`config.mk`:
```
export PLATFORM = sky130hd
export DESIGN_NAME = serial_frame_writer
export DESIGN_NICKNAME = d
export VERILOG_FILES = /design/src/rtl/vga_frame_pkg.sv /design/src/rtl/byte_packer.sv /design/src/rtl/serial_frame_writer.sv
export SDC_FILE = /design/constraint.sdc
export NUM_CORES = 1
export LEC_CHECK = 0
export BUFFER_PORTS_ARGS = -buffer_cell sky130_fd_sc_hd__buf_2
export CORE_AREA = 3 3 85 87
export CTS_CLUSTER_SIZE = 25
export DETAILED_ROUTE_END_ITERATION = 16
export DIE_AREA = 0 0 88 90
export PLACE_DENSITY = 0.81
export SLEW_MARGIN = 10
export SYNTH_ARGS = -nofsm -noshare
export SYNTH_HDL_FRONTEND = slang
export SYNTH_SLANG_ARGS = --single-unit
```
`constraint.sdc`:
```
create_clock -name clk -period 3.26 [get_ports clk]
set_input_delay 0.489 -clock clk [delete_from_list [all_inputs] [get_ports clk]]
set_output_delay 0.489 -clock clk [all_outputs]
set_load 0.005 [all_outputs]
```
`src/rtl/vga_frame_pkg.sv`:
```
// Shared constants and types for the VGA frame buffer: frame geometry, writer FSM
// state encoding and small sizing helpers used by the writer and the reader.
package vga_frame_pkg;

    localparam int VGA_H_PIXELS        = 480;
    localparam int VGA_V_PIXELS        = 360;
    localparam int VGA_BPP             = 24;
    localparam int VGA_WORD_BITS       = 32;
    localparam int DEFAULT_FRAME_WORDS = VGA_H_PIXELS * VGA_V_PIXELS * VGA_BPP / VGA_WORD_BITS;

    typedef enum logic [1:0] {
        WR_IDLE   = 2'd0,
        WR_FILL   = 2'd1,
        WR_COMMIT = 2'd2
    } wr_state_e;

    localparam logic [1:0] ST_IDLE   = WR_IDLE;
    localparam logic [1:0] ST_FILL   = WR_FILL;
    localparam logic [1:0] ST_COMMIT = WR_COMMIT;

    // Width of a counter indexing n items, never less than one bit.
    function automatic int idx_width(input int n);
        return (n > 1) ? $clog2(n) : 1;
    endfunction

endpackage

```
`src/rtl/byte_packer.sv`:
```
// Shifts received bytes into a word, first byte ending up in the MSBs; flags the
// byte that completes a word so the caller can register it.
module byte_packer
    import vga_frame_pkg::*;
#(
    parameter  int RAM_WIDTH = 32,
    localparam int BPW       = RAM_WIDTH / 8,
    localparam int CW        = idx_width(BPW)
) (
    input  logic                 clk,
    input  logic                 rst,
    input  logic                 clear,
    input  logic [7:0]           byte_data,
    input  logic                 byte_valid,
    output logic [RAM_WIDTH-1:0] word,
    output logic                 word_valid,
    output logic [CW-1:0]        byte_cnt
);

    logic [RAM_WIDTH-1:0] acc;
    logic [RAM_WIDTH+7:0] shifted;
    logic                 last_byte;

    // Concatenating one byte past the top keeps this correct even for BPW == 1.
    assign shifted    = {acc, byte_data};
    assign word       = shifted[RAM_WIDTH-1:0];
    assign last_byte  = (byte_cnt == CW'(BPW - 1));
    assign word_valid = byte_valid && last_byte && !clear;

    always_ff @(posedge clk or negedge rst) begin
        if (!rst) begin
            acc      <= '0;
            byte_cnt <= '0;
        end else if (clear) begin
            acc      <= '0;
            byte_cnt <= '0;
        end else if (byte_valid) begin
            acc      <= word;
            byte_cnt <= last_byte ? '0 : byte_cnt + 1'b1;
        end
    end

endmodule

```
`src/rtl/serial_frame_writer.sv`:
```
// Packs a UART byte stream into frame-buffer words and writes them to sequential
// RAM addresses, wrapping per frame. Optional inter-byte timeout resync: FRAME_TIMEOUT_EN.
module serial_frame_writer
    import vga_frame_pkg::*;
#(
    parameter  int RAM_WIDTH      = 32,
    parameter  int FRAME_WORDS    = DEFAULT_FRAME_WORDS,
    parameter  int TIMEOUT_CYCLES = 100000,
    localparam int AW             = idx_width(FRAME_WORDS),
    localparam int BPW            = RAM_WIDTH / 8,
    localparam int CW             = idx_width(BPW)
) (
    input  logic                 clk,
    input  logic                 rst,
    input  logic [7:0]           rx_data,
    input  logic                 rx_valid,
    output logic                 wr_en,
    output logic [AW-1:0]        wr_addr,
    output logic [RAM_WIDTH-1:0] wr_data,
    output logic                 frame_done,
    output logic                 sync_lost,
    output logic [1:0]           dbg_state
);

    // Handshake: rx_valid is a one-cycle strobe with no backpressure; every strobe is
    // consumed on the clock edge it is seen, and wr_en likewise presents one word per pulse.

    logic [1:0]           state;
    logic [1:0]           state_next;
    logic [AW-1:0]        addr_cnt;
    logic                 addr_last;
    logic [RAM_WIDTH-1:0] word;
    logic                 word_valid;
    logic [CW-1:0]        byte_cnt;
    logic                 resync;

    assign dbg_state = state;
    assign addr_last = (addr_cnt == AW'(FRAME_WORDS - 1));

    byte_packer #(
        .RAM_WIDTH (RAM_WIDTH)
    ) u_packer (
        .clk        (clk),
        .rst        (rst),
        .clear      (resync),
        .byte_data  (rx_data),
        .byte_valid (rx_valid),
        .word       (word),
        .word_valid (word_valid),
        .byte_cnt   (byte_cnt)
    );

`ifdef FRAME_TIMEOUT_EN
    localparam int TW = idx_width(TIMEOUT_CYCLES);

    logic [TW-1:0] to_cnt;
    logic          to_hit;

    assign to_hit = (to_cnt == TW'(TIMEOUT_CYCLES - 1));
    // An idle line with nothing buffered and the address at 0 is already in sync.
    assign resync = to_hit && !rx_valid && ((byte_cnt != '0) || (addr_cnt != '0));

    always_ff @(posedge clk or negedge rst) begin
        if (!rst) begin
            to_cnt    <= '0;
            sync_lost <= 1'b0;
        end else begin
            sync_lost <= resync;
            if (rx_valid || resync) begin
                to_cnt <= '0;
            end else if (!to_hit) begin
                to_cnt <= to_cnt + 1'b1;
            end
        end
    end
`else
    assign resync    = 1'b0;
    assign sync_lost = 1'b0;
`endif

    always_comb begin
        state_next = state;
        case (state)
            ST_IDLE: begin
                if (word_valid) begin
                    state_next = ST_COMMIT;
                end else if (rx_valid) begin
                    state_next = ST_FILL;
                end
            end
            ST_FILL: begin
                if (word_valid) begin
                    state_next = ST_COMMIT;
                end else if (!rx_valid && (byte_cnt == '0)) begin
                    state_next = ST_IDLE;
                end
            end
            ST_COMMIT: begin
                if (word_valid) begin
                    state_next = ST_COMMIT;
                end else if (rx_valid) begin
                    state_next = ST_FILL;
                end else begin
                    state_next = ST_IDLE;
                end
            end
            default: state_next = ST_IDLE;
        endcase
        if (resync) begin
            state_next = ST_IDLE;
        end
    end

    always_ff @(posedge clk or negedge rst) begin
        if (!rst) begin
            state <= ST_IDLE;
        end else begin
            state <= state_next;
        end
    end

    // addr_cnt is the next address to use, so wr_addr holds steady between writes.
    always_ff @(posedge clk or negedge rst) begin
        if (!rst) begin
            wr_en      <= 1'b0;
            wr_data    <= '0;
            wr_addr    <= '0;
            frame_done <= 1'b0;
            addr_cnt   <= '0;
        end else begin
            wr_en      <= word_valid;
            frame_done <= word_valid && addr_last;
            if (resync) begin
                addr_cnt <= '0;
                wr_addr  <= '0;
            end else if (word_valid) begin
                wr_data  <= word;
                wr_addr  <= addr_cnt;
                addr_cnt <= addr_last ? '0 : addr_cnt + 1'b1;
            end
        end
    end

endmodule

```
==> impl_metrics.json, run 1 <==
{
  "grt_pass1_wl_um": 12700,
  "drv_cap": 0,
  "cts_buffers": 9,
  "diodes": 0,
  "fin_crit_sh_pct": 68.6,
  "synth_edf_count": 0,
  "syn_avg_cell_area_um2": 10.5,
  "core-area_um2": 6420,
  "ys_seq_elements": 96,
  "fmax_mhz": 447,
  "yosysWarningCount": 0,
  "htreeDepth": 3,
  "p_leak_nw": 2.33,
  "gr-usage-all-layers_pct": 20.4,
  "drive_gt1_share_pct": 26.7,
  "grt_max_degree": 60,
  "hpwl_um": 4970,
  "period_needed_ps": 2240,
  "die_width_um": 88,
  "ios": 65,
  "synthesis.nets": 381,
  "crit_fanout": 34,
  "clk_pin_slew_ps": 90,
  "drcViolationCount": 0,
  "drt_first_iter_violations": 179,
  "postCtsSetupBuffers": 0,
  "place_ws_ps": 762,
  "grt_antenna_before_repair": 0,
  "wire_per_inst_um": 14.5,
  "cts_tree": "built",
  "slew_headroom_pct": 39.6,
  "path_class": "flip-flop to flip-flop",
  "final_core_util_pct": 68.7,
  "finalSetupViolations": 0,
  "vdd.ir_drop.worst_uv": 421,
  "cts_root_buffer": "clkbuf_8",
  "async_reset_ff_share_pct": 100,
  "cts_resized": 0,
  "dr.pass1.iters": 5,
  "die_area_um2": 7920,
  "finalWirelength_um": 7430,
  "ant_nets": 0,
  "multiInputGateArea_um2": 1360,
  "cp.required_ps": 3500,
  "powerDensity_nw_per_um2": 698,
  "register_area_um2": 2400,
  "cp_data_arrival_time_ps": 2470,
  "holdBufCountCts": 0,
  "critPathLaunchType": "flip-flop",
  "die_y_um": 90,
  "clockBufferDepth": 2,
  "synth_cells": 367,
  "vias": 2705,
  "fin_setup_tns_ps": 0,
  "synth-main-ff-cell": "dfrtp_1",
  "core.rowCount": 29,
  "syn_area_um2": 3850,
  "endpoint_kind": "flip-flop",
  "cts.sinks": 96,
  "finalHoldViolCount": 0,
  "status": "completed",
  "overflow": 0,
  "tightest_slew_ps": 900,
  "fin_skew_ps": 5.59,
  "viasPerCell": 5.29,
  "clock_latency_ps": 360,
  "setup_ws_ps": 1020,
  "synthDistinctLibCells": 37,
  "fin_nets": 443,
  "rsz0062_at_grt": "false",
  "yosysSeqAreaShare_pct": 62.4,
  "fillers": 501,
  "initial_utilization_pct": 59.9,
  "hp-class": "input pin to asynchronous set/reset pin",
  "drv_slew": 0,
  "gp_congestion": 0.854,
  "area_growth_pct": 14.6,
  "grt_pass1_vias": 2606,
  "port_buffers": 63
}
path summary, 6_finish.rpt:
check,startpoint,end,slack [ps],cells past startpoint
max in group asynchronous,rst,addr_cnt[12],2330,2
worst max-delay path,u_packer.byte_cnt[0],addr_cnt[3],1020,6
worst min register to register,wr_data[28],wr_data[28],470,2
min in group clk,rx_data[0],wr_data[0],330,3
worst max register to register,u_packer.byte_cnt[0],addr_cnt[3],1020,6
worst min-delay path,rst,wr_addr[3],180,1
report_power, final:
part / switching (mW) / internal [mW] / total (mW)
Combinational: 0.371 / 0.316 / 0.686
Clock: 0.423 / 0.308 / 0.731
Sequential: 0.184 / 1.48 / 1.67
Total: 0.978 / 2.10 / 3.08
flip-flops by register name, summed over array words and instances (netlist names):
register           count
u_packer.acc          24
frame_done             1
wr_addr               17
dbg_state              2
wr_en                  1
wr_data               32
u_packer.byte_cnt      2
addr_cnt              17
synthesized netlist by cell type, drive strengths merged, types with 2 or more instances:
| cell type | n | area (um^2) |
|---|---|---|
| nand3 | 6 | 30.0 |
| nand2 | 153 | 574 |
| a21oi | 3 | 15.0 |
| dfrtp | 96 | 2400 |
| nor2 | 11 | 43.8 |
| nand4 | 11 | 83.8 |
| mux2 | 24 | 270 |
| xnor2 | 9 | 78.8 |
| buf | 8 | 41.3 |
| ha | 3 | 37.5 |
| clkbuf | 8 | 30.0 |
| inv | 5 | 18.8 |
| o21ai | 6 | 30.0 |
| nor4 | 5 | 58.8 |
| nor3 | 3 | 20.0 |
| nand2b | 2 | 12.5 |
cells in the final DEF, fill, tap and decap left out, drive strengths merged, types with 2 or more instances in the layout:
cell      count
inv           8
nand2       153
nor4          5
clkinvlp      2
dfrtp        96
nand3         6
o21ai         6
mux2         24
nand2b        2
xnor2         9
ha            3
clkinv        2
a21oi         3
nand4        11
nor3          3
clkbuf       10
buf          67
nor2         11
final cells by class:
| class | instances | share of cell area (%) |
|---|---|---|
| clock buffer | 10 | 3.12 |
| clock inverter | 6 | 1.13 |
| inverter | 6 | 0.510 |
| multi-input combinational | 249 | 30.7 |
| sequential | 96 | 54.4 |
| tap | 77 | 2.18 |
| timing repair buffer | 67 | 7.88 |
cells by family after synthesis:
logic type,Yosys count,share of synthesized area (%)
muxes,25,7.28
adders and majority gates,3,0.975
AOI/OAI and AO/OA,15,2.37
buffers and inverters,22,2.44
DFF,96,62.4
and+or+nand+nor,195,22.2
xor gates and xnor gates,10,2.28
other,1,0.0974
metal layers:
metal | global-route usage [%] | wire length, um | vias up
met3 | 4.57 | 366 | 9
met2 | 28.2 | 3340 | 72
li1 | - | - | 1313
met1 | 31.4 | 3630 | 1311
met4 | 7.54 | 97 | 0
met5 | 0 | 0 | -
per-stage QoR:
step	power, mW	instances	instance area [um^2]	hold WS [ps]
after floorplan	2.03	367	3850	193
after global placement	2.34	495	4230	453
after detailed placement	2.39	495	4230	457
after CTS	3.11	511	4410	191
after global routing	3.30	511	4410	221
final	3.08	511	4410	177
critical path, stage by stage, from the launching register on:
cell and delay, ps:
dfrtp_1 390, ha_1 260, nand2_2 80, clkinv_1 710, nand4_1 400, xor2_1 210, nor2_1 60
Note: power is estimated with default switching activity, not from simulation.
==> run 2, diff against run 1 <==
--- a/config.mk
+++ b/config.mk
@@ -6,11 +6,11 @@
 export NUM_CORES = 1
 export LEC_CHECK = 0
 export BUFFER_PORTS_ARGS = -buffer_cell sky130_fd_sc_hd__buf_2
-export CORE_AREA = 3 3 85 87
+export CORE_AREA = 3 3 88 90
 export CTS_CLUSTER_SIZE = 25
 export DETAILED_ROUTE_END_ITERATION = 16
-export DIE_AREA = 0 0 88 90
-export PLACE_DENSITY = 0.81
+export DIE_AREA = 0 0 91 93
+export PLACE_DENSITY = 0.76
 export SLEW_MARGIN = 10
 export SYNTH_ARGS = -nofsm -noshare
 export SYNTH_HDL_FRONTEND = slang
==> constraint.sdc (replaced) <==
create_clock -name clk -period 2.3 [get_ports clk]
set_input_delay 0.345 -clock clk [delete_from_list [all_inputs] [get_ports clk]]
set_output_delay 0.345 -clock clk [all_outputs]
set_load 0.005 [all_outputs]
==> impl_metrics.json, run 2 (same netlist as run 1, synthesis figures left out) <==
{
  "cts_root_buffer": "clkbuf_8",
  "initial_utilization_pct": 53.9,
  "place_inst": 520,
  "post-route-cell-area_um2": 4470,
  "largest-register": "wr_data",
  "largest_register_ffs": 32,
  "p_leak_nw": 2.36,
  "setup_ws_ps": 585,
  "die_width_um": 91,
  "cts_tree": "built",
  "drcViolationCount": 0,
  "slew_headroom_pct": 62.7,
  "status": "completed",
  "fin_setup_tns_ps": 0,
  "diodes": 0,
  "drive_gt1_share_pct": 27.2,
  "die_area_um2": 8460,
  "p_switching_mw": 1.38,
  "holdBufCountCts": 1,
  "endpoint_kind": "flip-flop",
  "clk_pin_slew_ps": 100,
  "tightest_slew_ps": 559,
  "reg_top3": "wr_data x32, u_packer.acc x24",
  "drv_cap": 0,
  "fin_skew_ps": 9.32,
  "gp_congestion": 0.888,
  "finalHoldViolCount": 0,
  "postCtsSetupBuffers": 0,
  "place_ws_ps": 627,
  "combPwrFrac_pct": 22.4,
  "grt_pass1_wl_um": 12500,
  "crit_fanout": 5,
  "internal-power_mw": 2.99,
  "vias": 2738,
  "hp-class": "input pin to flip-flop",
  "cp.required_ps": 2550,
  "period_needed_ps": 1720,
  "hp-start": "rx_data[6]",
  "switching_share_pct": 31.5,
  "fmax_mhz": 583,
  "cts.sinks": 96,
  "grt_pass1_vias": 2516,
  "clockPowerShare_pct": 23.7,
  "drt_first_iter_violations": 218,
  "path_class": "flip-flop to flip-flop",
  "core.rowCount": 31,
  "cts_resized": 0,
  "dr.pass1.iters": 4,
  "placed_cell_area_um2": 4280,
  "startpoint": "addr_cnt[1]",
  "viasPerCell": 5.10,
  "grt_antenna_before_repair": 0,
  "rsz0062_at_grt": "false",
  "ios": 65,
  "cp_data_arrival_time_ps": 1960,
  "instances_no_fill": 537,
  "sequentialPowerShare_pct": 53.9,
  "mostFrequentLayoutCells": "152 x nand2_1, 96 x dfrtp_1, 62 x buf_2",
  "gr-usage-all-layers_pct": 18.5,
  "critPathLaunchType": "flip-flop",
  "htreeDepth": 3,
  "grt_max_degree": 54,
  "overflow": 0,
  "cts_buffers": 9,
  "finalWirelength_um": 7430,
  "fillers": 623,
  "powerDensity_nw_per_um2": 976,
  "area_growth_pct": 16.2,
  "wire_per_inst_um": 13.8,
  "fin_nets": 447,
  "clockBufferDepth": 2,
  "finalSetupViolations": 0,
  "clock_latency_ps": 360,
  "port_buffers": 63,
  "ant_nets": 0,
  "final_common_cell": "nand2_1",
  "r2r_start": "addr_cnt[1]",
  "fin_crit_sh_pct": 74.6,
  "vdd.ir_drop.worst_uv": 494,
  "drv_slew": 0,
  "hpwl_um": 4960,
  "core-area_um2": 7140,
  "die_y_um": 93
}
==> run 2: worst paths after layout <==
| path | cells past startpoint | slack [ps] | endpoint |
|---|---|---|---|
| worst max-delay path | 5 | 580 | addr_cnt[16] |
| worst min-delay path | 3 | 190 | wr_data[6] |
| worst max register to register | 5 | 580 | addr_cnt[16] |
| worst min register to register | 2 | 460 | wr_data[28] |
| max in group asynchronous | 3 | 1040 | wr_data[26] |
| min in group asynchronous | 2 | 500 | wr_data[31] |
==> run 2: area by class of cell <==
type,count,area [um^2],share of cell area [%]
sequential,96,2400,53.7
multi-input combinational,249,1360,30.3
timing repair buffer,71,380,8.50
clock buffer,10,138,3.08
tap,99,124,2.77
clock inverter,6,50.0,1.12
inverter,6,22.5,0.503
==> run 2: worst max-delay path, stage by stage (launching register included) <==
cell and delay, ps:
dfrtp_1 430, ha_1 220, nand3_1 180, nor4_1 470, and3_1 260, nor3_2 60
==> run 2: per-layer routing <==
metal | wire [um] | up-vias | global-route usage [%]
li1 | - | 1329 | -
met1 | 3620 | 1306 | 28.1
met2 | 3230 | 93 | 26.2
met3 | 480 | 10 | 4.18
met4 | 100 | 0 | 6.53
met5 | 0 | - | 0
==> run 2: power by group through the flow <==
stage                     registers, mW  logic, mW  clock network, mW
after floorplan                    2.39      0.489                  0
after global placement             2.38      0.961                  0
after detailed placement           2.39      0.995                  0
after CTS                          2.36      0.999               1.06
after global routing               2.42       1.12               1.14
final                              2.36      0.976               1.04
==> run 2: through the flow <==
stage / total power [mW] / utilization [%] / hold slack (ps)
finish: 4.37 / 62.7 / 190
CTS: 4.42 / 62.7 / 178
floorplan: 2.88 / - / 49.4
global placement: 3.34 / 59.9 / 351
detailed placement: 3.38 / 59.9 / 356
global route: 4.68 / 62.7 / 191
==> run 3, diff against run 2 <==
==> constraint.sdc (replaced) <==
create_clock -name clk -period 1.7 [get_ports clk]
set_input_delay 0.255 -clock clk [delete_from_list [all_inputs] [get_ports clk]]
set_output_delay 0.255 -clock clk [all_outputs]
set_load 0.005 [all_outputs]
==> impl_metrics.json, run 3 (same netlist as run 1, synthesis figures left out) <==
{
  "status": "completed",
  "p_leak_nw": 2.41,
  "reg_top3": "wr_data x32, u_packer.acc x24",
  "gr-usage-all-layers_pct": 18.8,
  "viasPerCell": 4.99,
  "diodes": 0,
  "overflow": 0,
  "fin_nets": 453,
  "endpoint_kind": "flip-flop",
  "cts_tree": "built",
  "hold_depth": 3,
  "critPathLaunchType": "flip-flop",
  "cts_buffers": 9,
  "powerDensity_nw_per_um2": 1370,
  "vias": 2707,
  "finalWirelength_um": 7350,
  "port_buffers": 63,
  "cts.sinks": 96,
  "htreeDepth": 3,
  "die_area_um2": 8460,
  "initial_utilization_pct": 53.9,
  "crit_fanout": 5,
  "cp.required_ps": 1950,
  "final_common_cell": "nand2_1",
  "place_ws_ps": 34.8,
  "hpwl_um": 4820,
  "core.rowCount": 31,
  "drcViolationCount": 0,
  "rr_worst_depth": 5,
  "clk_pin_slew_ps": 90,
  "largest-register": "wr_data",
  "drv_cap": 0,
  "hp-class": "input pin to flip-flop",
  "cp_data_arrival_time_ps": 1860,
  "vdd.ir_drop.worst_uv": 735,
  "path_class": "flip-flop to flip-flop",
  "rrSetupSlack_ps": 90,
  "rsz0062_at_grt": "true",
  "ios": 65,
  "clockBufferDepth": 2,
  "core-area_um2": 7140,
  "grt_pass1_vias": 2565,
  "fin_setup_tns_ps": 0,
  "clock_latency_ps": 360,
  "die_y_um": 93,
  "register_area_um2": 2400,
  "grt_max_degree": 97,
  "finalSetupViolations": 0,
  "setup_ws_ps": 90.1,
  "drv_slew": 0,
  "instances_no_fill": 542,
  "largest_register_ffs": 32,
  "fin_crit_sh_pct": 94.7,
  "gp_congestion": 0.829,
  "grt_pass1_wl_um": 12700,
  "drive_gt1_share_pct": 28.2,
  "fin_skew_ps": 14.5,
  "fillers": 605,
  "cts_root_buffer": "clkbuf_8",
  "finalHoldViolCount": 0,
  "die_width_um": 91,
  "area_growth_pct": 19.3,
  "wire_per_inst_um": 13.6,
  "mostFrequentLayoutCells": "152 x nand2_1, 96 x dfrtp_1, 62 x buf_2",
  "fmax_mhz": 621,
  "period_needed_ps": 1610,
  "power_mw": 6.31,
  "place_inst": 522,
  "dr.pass1.iters": 4,
  "drt_first_iter_violations": 230,
  "grt_antenna_before_repair": 0,
  "ant_nets": 0,
  "multiInputGateArea_um2": 1370,
  "hold_slack_ps": 96.9
}
[run 3: critical path: stages, from the launching register on]
cell and delay [ps]:
dfrtp_1 430, ha_1 230, nand3_1 180, nor4_2 390
and3_1 230, nor3_2 50
[run 3: area by class of cell]
| cell class | instances | area share [%] |
|---|---|---|
| clock inverter | 6 | 2.51 |
| clock buffer | 9 | 2.70 |
| sequential | 96 | 52.3 |
| inverter | 6 | 0.490 |
| timing repair buffer | 77 | 9.53 |
| multi-input combinational | 249 | 29.8 |
| tap | 99 | 2.70 |
[run 3: worst paths after layout]
| check | to | startpoint |
|---|---|---|
| hold reg to reg | wr_addr[5] | wr_addr[5] |
| min in group asynchronous | wr_data[22] | rst |
| hold / removal | wr_data[7] | rx_data[7] |
| setup / recovery | addr_cnt[16] | addr_cnt[1] |
| setup reg to reg | addr_cnt[16] | addr_cnt[1] |
| max in group asynchronous | addr_cnt[13] | rst |
[run 3: metal layers]
metal	vias up	share of wire, %	global-route usage [%]
met5	-	0	0
met4	0	1.4	6.03
met3	8	5.6	5.39
met2	76	45	27.0
met1	1294	48	27.9
li1	1329	-	-
[run 3: power by group]
group	switching (mW)	internal, mW	total [mW]
Combinational	0.722	0.636	1.36
Sequential	0.342	2.84	3.18
Clock	0.785	0.979	1.76
Total	1.85	4.46	6.31
[run 3: per-stage QoR]
| stage | util [%] | area (um^2) |
|---|---|---|
| 6_report | 64.4 | 4590 |
| 3_5_place_dp | 60.3 | 4300 |
| 4_1_cts | 63.9 | 4560 |
| 2_1_floorplan | - | 3850 |
| 3_3_place_gp | 60.3 | 4300 |
| 5_1_grt | 64.4 | 4590 |
[run 3: what timing repair did]
action,CTS,global route
hold endpoints to repair,96,0
buffers inserted,0,4
setup endpoints to repair,1,11
gates resized for setup,1,1
pin swaps,0,1
hold buffers,1,0
